## src/rtl/clock_set_pkg.sv

```systemverilog
// Shared types and BCD helpers for the HH.MM time-set editor.
package clock_set_pkg;

   typedef enum logic [1:0] {
      RUN     = 2'd0,
      SET_HR  = 2'd1,
      SET_MIN = 2'd2
   } set_state_t;

   localparam logic [7:0] HOURS_MAX   = 8'h23;
   localparam logic [7:0] MINUTES_MAX = 8'h59;

   // Anything that is not valid BCD, or is already at/above the limit, wraps to 00.
   function automatic logic [7:0] bcd_inc(input logic [7:0] value, input logic [7:0] max_value);
      logic [3:0] tens;
      logic [3:0] units;
      tens  = value[7:4];
      units = value[3:0];
      if ((tens > 4'd9) || (units > 4'd9) || (value >= max_value)) begin
         return 8'h00;
      end
      if (units == 4'd9) begin
         return {tens + 4'd1, 4'd0};
      end
      return {tens, units + 4'd1};
   endfunction

endpackage

```

## src/rtl/key_debounce.sv

```systemverilog
// Synchronises one active-low push button and debounces it into an active-high level plus press pulse.
module key_debounce #(
   parameter int unsigned DEBOUNCE_CYCLES = 1_000_000
) (
   input  logic clk,
   input  logic rst_n,
   input  logic key_n_i,
   output logic level_o,
   output logic press_o
);

   localparam int unsigned CW = $clog2(DEBOUNCE_CYCLES + 1);
   localparam logic [CW-1:0] CNT_LAST = CW'(DEBOUNCE_CYCLES - 1);

   logic [1:0]    sync_q, sync_d;
   logic [CW-1:0] cnt_q, cnt_d;
   logic          level_q, level_d;
   logic          press_q, press_d;
   logic          key_active;

   assign key_active = ~sync_q[1];

   // The counter only runs while the synchronised level disagrees with the accepted level.
   always_comb begin
      sync_d  = {sync_q[0], key_n_i};
      cnt_d   = '0;
      level_d = level_q;
      if (key_active != level_q) begin
         if (cnt_q == CNT_LAST) begin
            level_d = key_active;
         end else begin
            cnt_d = cnt_q + 1'b1;
         end
      end
      press_d = level_d & ~level_q;
   end

   always_ff @(posedge clk or negedge rst_n) begin
      if (!rst_n) begin
         sync_q  <= 2'b11;
         cnt_q   <= '0;
         level_q <= 1'b0;
         press_q <= 1'b0;
      end else begin
         sync_q  <= sync_d;
         cnt_q   <= cnt_d;
         level_q <= level_d;
         press_q <= press_d;
      end
   end

   assign level_o = level_q;
   assign press_o = press_q;

endmodule

```

## src/rtl/hex_clock_setter.sv

```systemverilog
// Time-set editor: mode key cycles RUN/SET_HR/SET_MIN, increment key bumps the edited BCD field.
module hex_clock_setter #(
   parameter int unsigned DEBOUNCE_CYCLES = 1_000_000,
   parameter int unsigned REPEAT_CYCLES   = 10_000_000,
   parameter int unsigned BLINK_CYCLES    = 12_500_000
) (
   input  logic       rst_ni,
   input  logic       CLK_50,
   input  logic [1:0] KEY,
   input  logic [7:0] hours_i,
   input  logic [7:0] minutes_i,
   output logic       set_mode_o,
   output logic       load_o,
   output logic [7:0] hours_o,
   output logic [7:0] minutes_o,
   output logic [5:0] blank_o
);

   import clock_set_pkg::*;

   localparam int unsigned RW = $clog2(REPEAT_CYCLES + 1);
   localparam int unsigned BW = $clog2(BLINK_CYCLES + 1);
   localparam logic [RW-1:0] REP_LAST   = RW'(REPEAT_CYCLES - 1);
   localparam logic [BW-1:0] BLINK_LAST = BW'(BLINK_CYCLES - 1);

   logic mode_level, mode_press, inc_level, inc_press;

   key_debounce #(.DEBOUNCE_CYCLES(DEBOUNCE_CYCLES)) u_mode_key (
      .clk     (CLK_50),
      .rst_n   (rst_ni),
      .key_n_i (KEY[0]),
      .level_o (mode_level),
      .press_o (mode_press)
   );

   key_debounce #(.DEBOUNCE_CYCLES(DEBOUNCE_CYCLES)) u_inc_key (
      .clk     (CLK_50),
      .rst_n   (rst_ni),
      .key_n_i (KEY[1]),
      .level_o (inc_level),
      .press_o (inc_press)
   );

   set_state_t    state_q, state_d;
   logic [7:0]    hours_q, hours_d;
   logic [7:0]    minutes_q, minutes_d;
   logic          load_q, load_d;
   logic          set_mode_q, set_mode_d;
   logic [5:0]    blank_q, blank_d;
   logic [RW-1:0] rep_cnt_q, rep_cnt_d;
   logic [BW-1:0] blink_cnt_q, blink_cnt_d;
   logic          phase_q, phase_d;
   logic          mode_evt, in_set, rep_fire, inc_evt;

   // The press pulse always coincides with the level going high.
   assign mode_evt = mode_press & mode_level;
   assign in_set   = (state_q != RUN);
   assign rep_fire = in_set && inc_level && (rep_cnt_q == REP_LAST);
   assign inc_evt  = inc_press | rep_fire;

   always_comb begin
      state_d     = state_q;
      hours_d     = hours_q;
      minutes_d   = minutes_q;
      load_d      = 1'b0;
      blink_cnt_d = '0;
      phase_d     = 1'b0;

      // A mode event takes priority; an increment in the same cycle is dropped.
      unique case (state_q)
         SET_HR: begin
            if (mode_evt) begin
               state_d = SET_MIN;
            end else if (inc_evt) begin
               hours_d = bcd_inc(hours_q, HOURS_MAX);
            end
         end
         SET_MIN: begin
            if (mode_evt) begin
               state_d = RUN;
               load_d  = 1'b1;
            end else if (inc_evt) begin
               minutes_d = bcd_inc(minutes_q, MINUTES_MAX);
            end
         end
         default: begin
            if (mode_evt) begin
               state_d   = SET_HR;
               hours_d   = hours_i;
               minutes_d = minutes_i;
            end
         end
      endcase

      if (in_set && !mode_evt) begin
         if (blink_cnt_q == BLINK_LAST) begin
            phase_d = ~phase_q;
         end else begin
            blink_cnt_d = blink_cnt_q + 1'b1;
            phase_d     = phase_q;
         end
      end

      // Counting restarts at every press so repeats land a whole period after it.
      if (!in_set || !inc_level || mode_evt || inc_press || rep_fire) begin
         rep_cnt_d = '0;
      end else begin
         rep_cnt_d = rep_cnt_q + 1'b1;
      end

      set_mode_d = (state_d != RUN);
      unique case (state_d)
         SET_HR:  blank_d = {phase_d, phase_d, 4'b0000};
         SET_MIN: blank_d = {2'b00, phase_d, phase_d, 2'b00};
         default: blank_d = 6'b000000;
      endcase
   end

   always_ff @(posedge CLK_50 or negedge rst_ni) begin
      if (!rst_ni) begin
         state_q     <= RUN;
         hours_q     <= 8'h00;
         minutes_q   <= 8'h00;
         load_q      <= 1'b0;
         set_mode_q  <= 1'b0;
         blank_q     <= 6'b000000;
         rep_cnt_q   <= '0;
         blink_cnt_q <= '0;
         phase_q     <= 1'b0;
      end else begin
         state_q     <= state_d;
         hours_q     <= hours_d;
         minutes_q   <= minutes_d;
         load_q      <= load_d;
         set_mode_q  <= set_mode_d;
         blank_q     <= blank_d;
         rep_cnt_q   <= rep_cnt_d;
         blink_cnt_q <= blink_cnt_d;
         phase_q     <= phase_d;
      end
   end

   assign set_mode_o = set_mode_q;
   assign load_o     = load_q;
   assign hours_o    = hours_q;
   assign minutes_o  = minutes_q;
   assign blank_o    = blank_q;

endmodule
```

## config.mk

```make
export PLATFORM = sky130hd
export DESIGN_NAME = hex_clock_setter
export DESIGN_NICKNAME = d
export VERILOG_FILES = /design/src/rtl/clock_set_pkg.sv /design/src/rtl/key_debounce.sv /design/src/rtl/hex_clock_setter.sv
export SDC_FILE = /design/constraint.sdc
export NUM_CORES = 1
export LEC_CHECK = 0
export CORE_ASPECT_RATIO = 0.75
export CORE_MARGIN = 1.5
export CORE_UTILIZATION = 58
export DETAILED_ROUTE_END_ITERATION = 6
export DONT_BUFFER_PORTS = 1
export GPL_TIMING_DRIVEN = 0
export PLACE_DENSITY = 0.82
export SYNTH_ARGS = -nofsm -noshare
export SYNTH_HDL_FRONTEND = slang
export SYNTH_SLANG_ARGS = --single-unit
```

## constraint.sdc

```tcl
create_clock -name CLK_50 -period 2.2 [get_ports CLK_50]
set_input_delay 0.44 -clock CLK_50 [delete_from_list [all_inputs] [get_ports CLK_50]]
set_output_delay 0.44 -clock CLK_50 [all_outputs]
set_load 0.05 [all_outputs]
```

==> results.json <==
{
  "die_w_um": 121,
  "cpMaxStageDelayCell": "or4b_4",
  "synth_seq_cells": 119,
  "synthCells": 619,
  "r2r-end": "hours_o[4]$_DFFE_PN0P_",
  "skew_ps": 11.6,
  "failed_checks": "hold timing, setup timing",
  "path_cells": "or4b_4, nor4_2, a211oi_2, nor3_4, mux2_2",
  "cts-root-buf": "clkbuf_16",
  "num_vias": 4676,
  "period_needed_ps": 2210,
  "grt_util_all_layers_pct": 23.9,
  "avgSynthCellArea_sq_um": 9.77,
  "crit_path_max_fanout": 4,
  "drt_drc_violations_left": 0,
  "max_stage_delay_ps": 580,
  "report.final.slew_viol_count": 0,
  "finalPower_w": 0.00498,
  "ioPinCount": 44,
  "fin_hold_ws_ps": -276,
  "hold_path_class": "input port to async pin",
  "wl_per_cell_um": 16.5,
  "finalWeightedCongestion": 0.851,
  "cts.sinks": 119,
  "antenna_found_initial": 0,
  "via_per_inst": 5.85,
  "worstRegToRegCells": 5,
  "clk_pin_slew_ps": 60,
  "dpl.hpwl_um": 8200,
  "crit_required_ps": 2490,
  "most-common-layout-cells": "nor2_1 (110), dfrtp_1 (109), xor2_1 (42), xnor2_1 (42), nand2_1 (41)",
  "p_per_area_nw_per_um2": 702,
  "drt_iter0_drc": 476,
  "synthToLayoutAreaGrowth_pct": 17.2,
  "start_util_pct": 59.3,
  "multi_input_area_sq_um": 3040,
  "syn_area_sq_um": 6050,
  "async_flop_share_pct": 100,
  "seq_area_sq_um": 2990,
  "path_class": "register to register",
  "utilization_pct": 69.4,
  "ys.flop_type": "dfrtp_1",
  "fin_ws_ps": -13.4,
  "rows": 32,
  "htree_levels": 4,
  "reg2reg_slack_ps": -10,
  "drive_gt1_share_pct": 15.4,
  "total_leakage_power_nw": 2.98,
  "rsz0062_at_grt": "yes",
  "critPathTopFamily": "simple AND/OR/NAND/NOR gates",
  "overflow": 0,
  "cts_made_buffers": 17,
  "cts_tree": "done",
  "ir_worst_vdd_uv": 625,
  "max_freq_ghz": 0.452,
  "core_area_sq_um": 10200,
  "final_nets": 687,
  "cp.arrival_ps": 2500,
  "grt_max_degree": 120,
  "startpoint_type": "register",
  "ant_nets": 0,
  "port_buffers": 0,
  "grt_pass1_wl_um": 21100,
  "status": "finished, violations left",
  "crit_buf_inv": 0,
  "finalSetupViolCount": 3,
  "final_common_cell": "nor2_1",
  "fillCellCount": 683,
  "r2r-start": "rep_cnt_q[13]$_DFF_PN0_",
  "tightest_slew_ps": 681,
  "cts_max_path_buffers": 2,
  "crit_path_end_kind": "register",
  "synth_edf_count": 0,
  "diodes": 0,
  "yosys_warnings": 0,
  "first_global_vias": 4488,
  "place_ws_ps": -285,
  "yosysUniqueCellTypes": 60,
  "relSlewSlack_pct": 54.3,
  "hold_viol": 119,
  "clock_latency_ps": 410,
  "dieArea_sq_um": 11100,
  "post-route-period-util_pct": 101,
  "cap_violations": 0,
  "fp.dieH_um": 91.4,
  "yosysSeqAreaShare_pct": 49.3,
  "drt_wl_total_um": 13200,
  "drt_first_pass_iters": 7
}
per-stage QoR:
| stage | hold WS, ps | instance area (sq um) | setup TNS (ps) | cells |
|---|---|---|---|---|
| final | -276 | 7090 | -35.0 | 799 |
| after global routing | -288 | 7090 | -631 | 799 |
| after CTS | -283 | 6890 | -9.78 | 789 |
| after detailed placement | 147 | 6230 | -5800 | 756 |
| after global placement | 147 | 6230 | -3280 | 756 |
| after floorplan | 144 | 6060 | 0 | 620 |
power by group:
group | total, W | switching (W) | internal (W) | leakage, nW
Combinational | 0.0000629 | 0.0000387 | 0.0000242 | 1.10
Clock | 0.00269 | 0.000971 | 0.00172 | 0.278
Sequential | 0.00223 | 0.0000178 | 0.00221 | 1.60
Total | 0.00498 | 0.00103 | 0.00395 | 2.98
per-layer routing:
| metal | up-vias | share of wire (%) | global-route usage, % |
|---|---|---|---|
| li1 | 2181 | - | - |
| met3 | 23 | 4.7 | 4.84 |
| met4 | 0 | 1.8 | 9.02 |
| met2 | 166 | 49 | 38.5 |
| met5 | - | 0 | 0 |
| met1 | 2306 | 44 | 31.8 |
flip-flops by register name, summed over array words and instances, names as in the netlist, 2 cells and up:
register and cells:
u_mode_key.cnt_q 20, rep_cnt_q 24, state_q 2, u_mode_key.sync_q 2, u_inc_key.sync_q 2, blink_cnt_q 24
minutes_o 8, u_inc_key.cnt_q 20, blank_o 2, hours_o 8
final cells by class:
type,count,area share [%]
Multi-Input combinational cell,452,42.9
Sequential cell,119,42.2
Buffer,17,1.32
Tap cell,136,2.40
Inverter,31,1.64
Timing Repair Buffer,12,1.32
Clock inverter,12,1.80
Clock buffer,20,6.44
worst reg2reg max path, stage by stage, from the launching register on:
cell and delay [ps]:
dfrtp_2 400, or4b_4 580, nor4_2 330, a211oi_2 190, nor3_4 240, mux2_2 360
cell usage after synthesis, types with 2 or more instances:
cell type / number / share of area [%]
dfrtp_1: 115 / 48
nor2_1: 111 / 6.9
xnor2_1: 42 / 6.1
xor2_1: 42 / 6.1
nand2_1: 41 / 2.5
nand3_1: 37 / 3.1
inv_1: 31 / 1.9
nor3_1: 20 / 1.7
nand4_1: 18 / 1.9
ha_1: 17 / 3.5
and3_1: 11 / 1.1
clkbuf_1: 11 / 0.68
and4_1: 10 / 1.4
nor4_1: 9 / 0.93
o21ai_0: 9 / 0.74
or3_1: 6 / 0.62
a21oi_1: 5 / 0.41
mux2_2: 5 / 0.93
nor4b_1: 5 / 0.72
buf_4: 4 / 0.50
dfstp_2: 4 / 1.7
nand2b_1: 4 / 0.41
nor3b_1: 4 / 0.50
a211o_1: 3 / 0.43
a2bb2oi_1: 3 / 0.43
mux2i_1: 3 / 0.50
nand3b_1: 3 / 0.37
nor2b_1: 3 / 0.31
a211oi_1: 2 / 0.25
a22o_1: 2 / 0.29
a22oi_1: 2 / 0.25
and2_1: 2 / 0.21
buf_2: 2 / 0.17
o21a_1: 2 / 0.25
o221ai_1: 2 / 0.29
o2bb2ai_1: 2 / 0.29
o31ai_1: 2 / 0.25
or4_1: 2 / 0.25
or4b_1: 2 / 0.33
cells by family (layout without fill, tap and decap cells):
family          after synthesis  after routing  share of synthesized area, %
simple gates                296            296                          24.7
xor+xnor                     84             84                          12.2
compound gates               45             45                          5.54
mux                           8              8                          1.43
flops                       119            119                          49.3
buf+inv                      49             92                          3.33
fa+ha+maj                    17             17                          3.52
other cells                   1              2                        0.0620
worst max-delay path by stage:
stage,startpoint,to,slack (ps),cells after the start
floorplan,hours_o[4]$_DFFE_PN0P_,hours_o[4]$_DFFE_PN0P_,40,7
global placement,hours_o[4]$_DFFE_PN0P_,hours_o[4]$_DFFE_PN0P_,-160,7
detailed placement,hours_o[4]$_DFFE_PN0P_,hours_o[4]$_DFFE_PN0P_,-280,7
CTS,rep_cnt_q[0]$_DFF_PN0_,minutes_o[7]$_DFFE_PN0P_,-7,7
global route,rep_cnt_q[13]$_DFF_PN0_,hours_o[0]$_DFFE_PN0P_,-80,6
finish,rep_cnt_q[13]$_DFF_PN0_,hours_o[4]$_DFFE_PN0P_,-10,5
what timing repair did:
| item | CTS | global route |
|---|---|---|
| buffers inserted | 2 | 10 |
| gates cloned | 0 | 0 |
| pin swaps | 4 | 9 |
| gates resized for setup | 17 | 35 |
| setup endpoints to repair | 64 | 66 |
| endpoints found under the hold margin | 119 | 119 |
(Power assumes the default switching activity.)
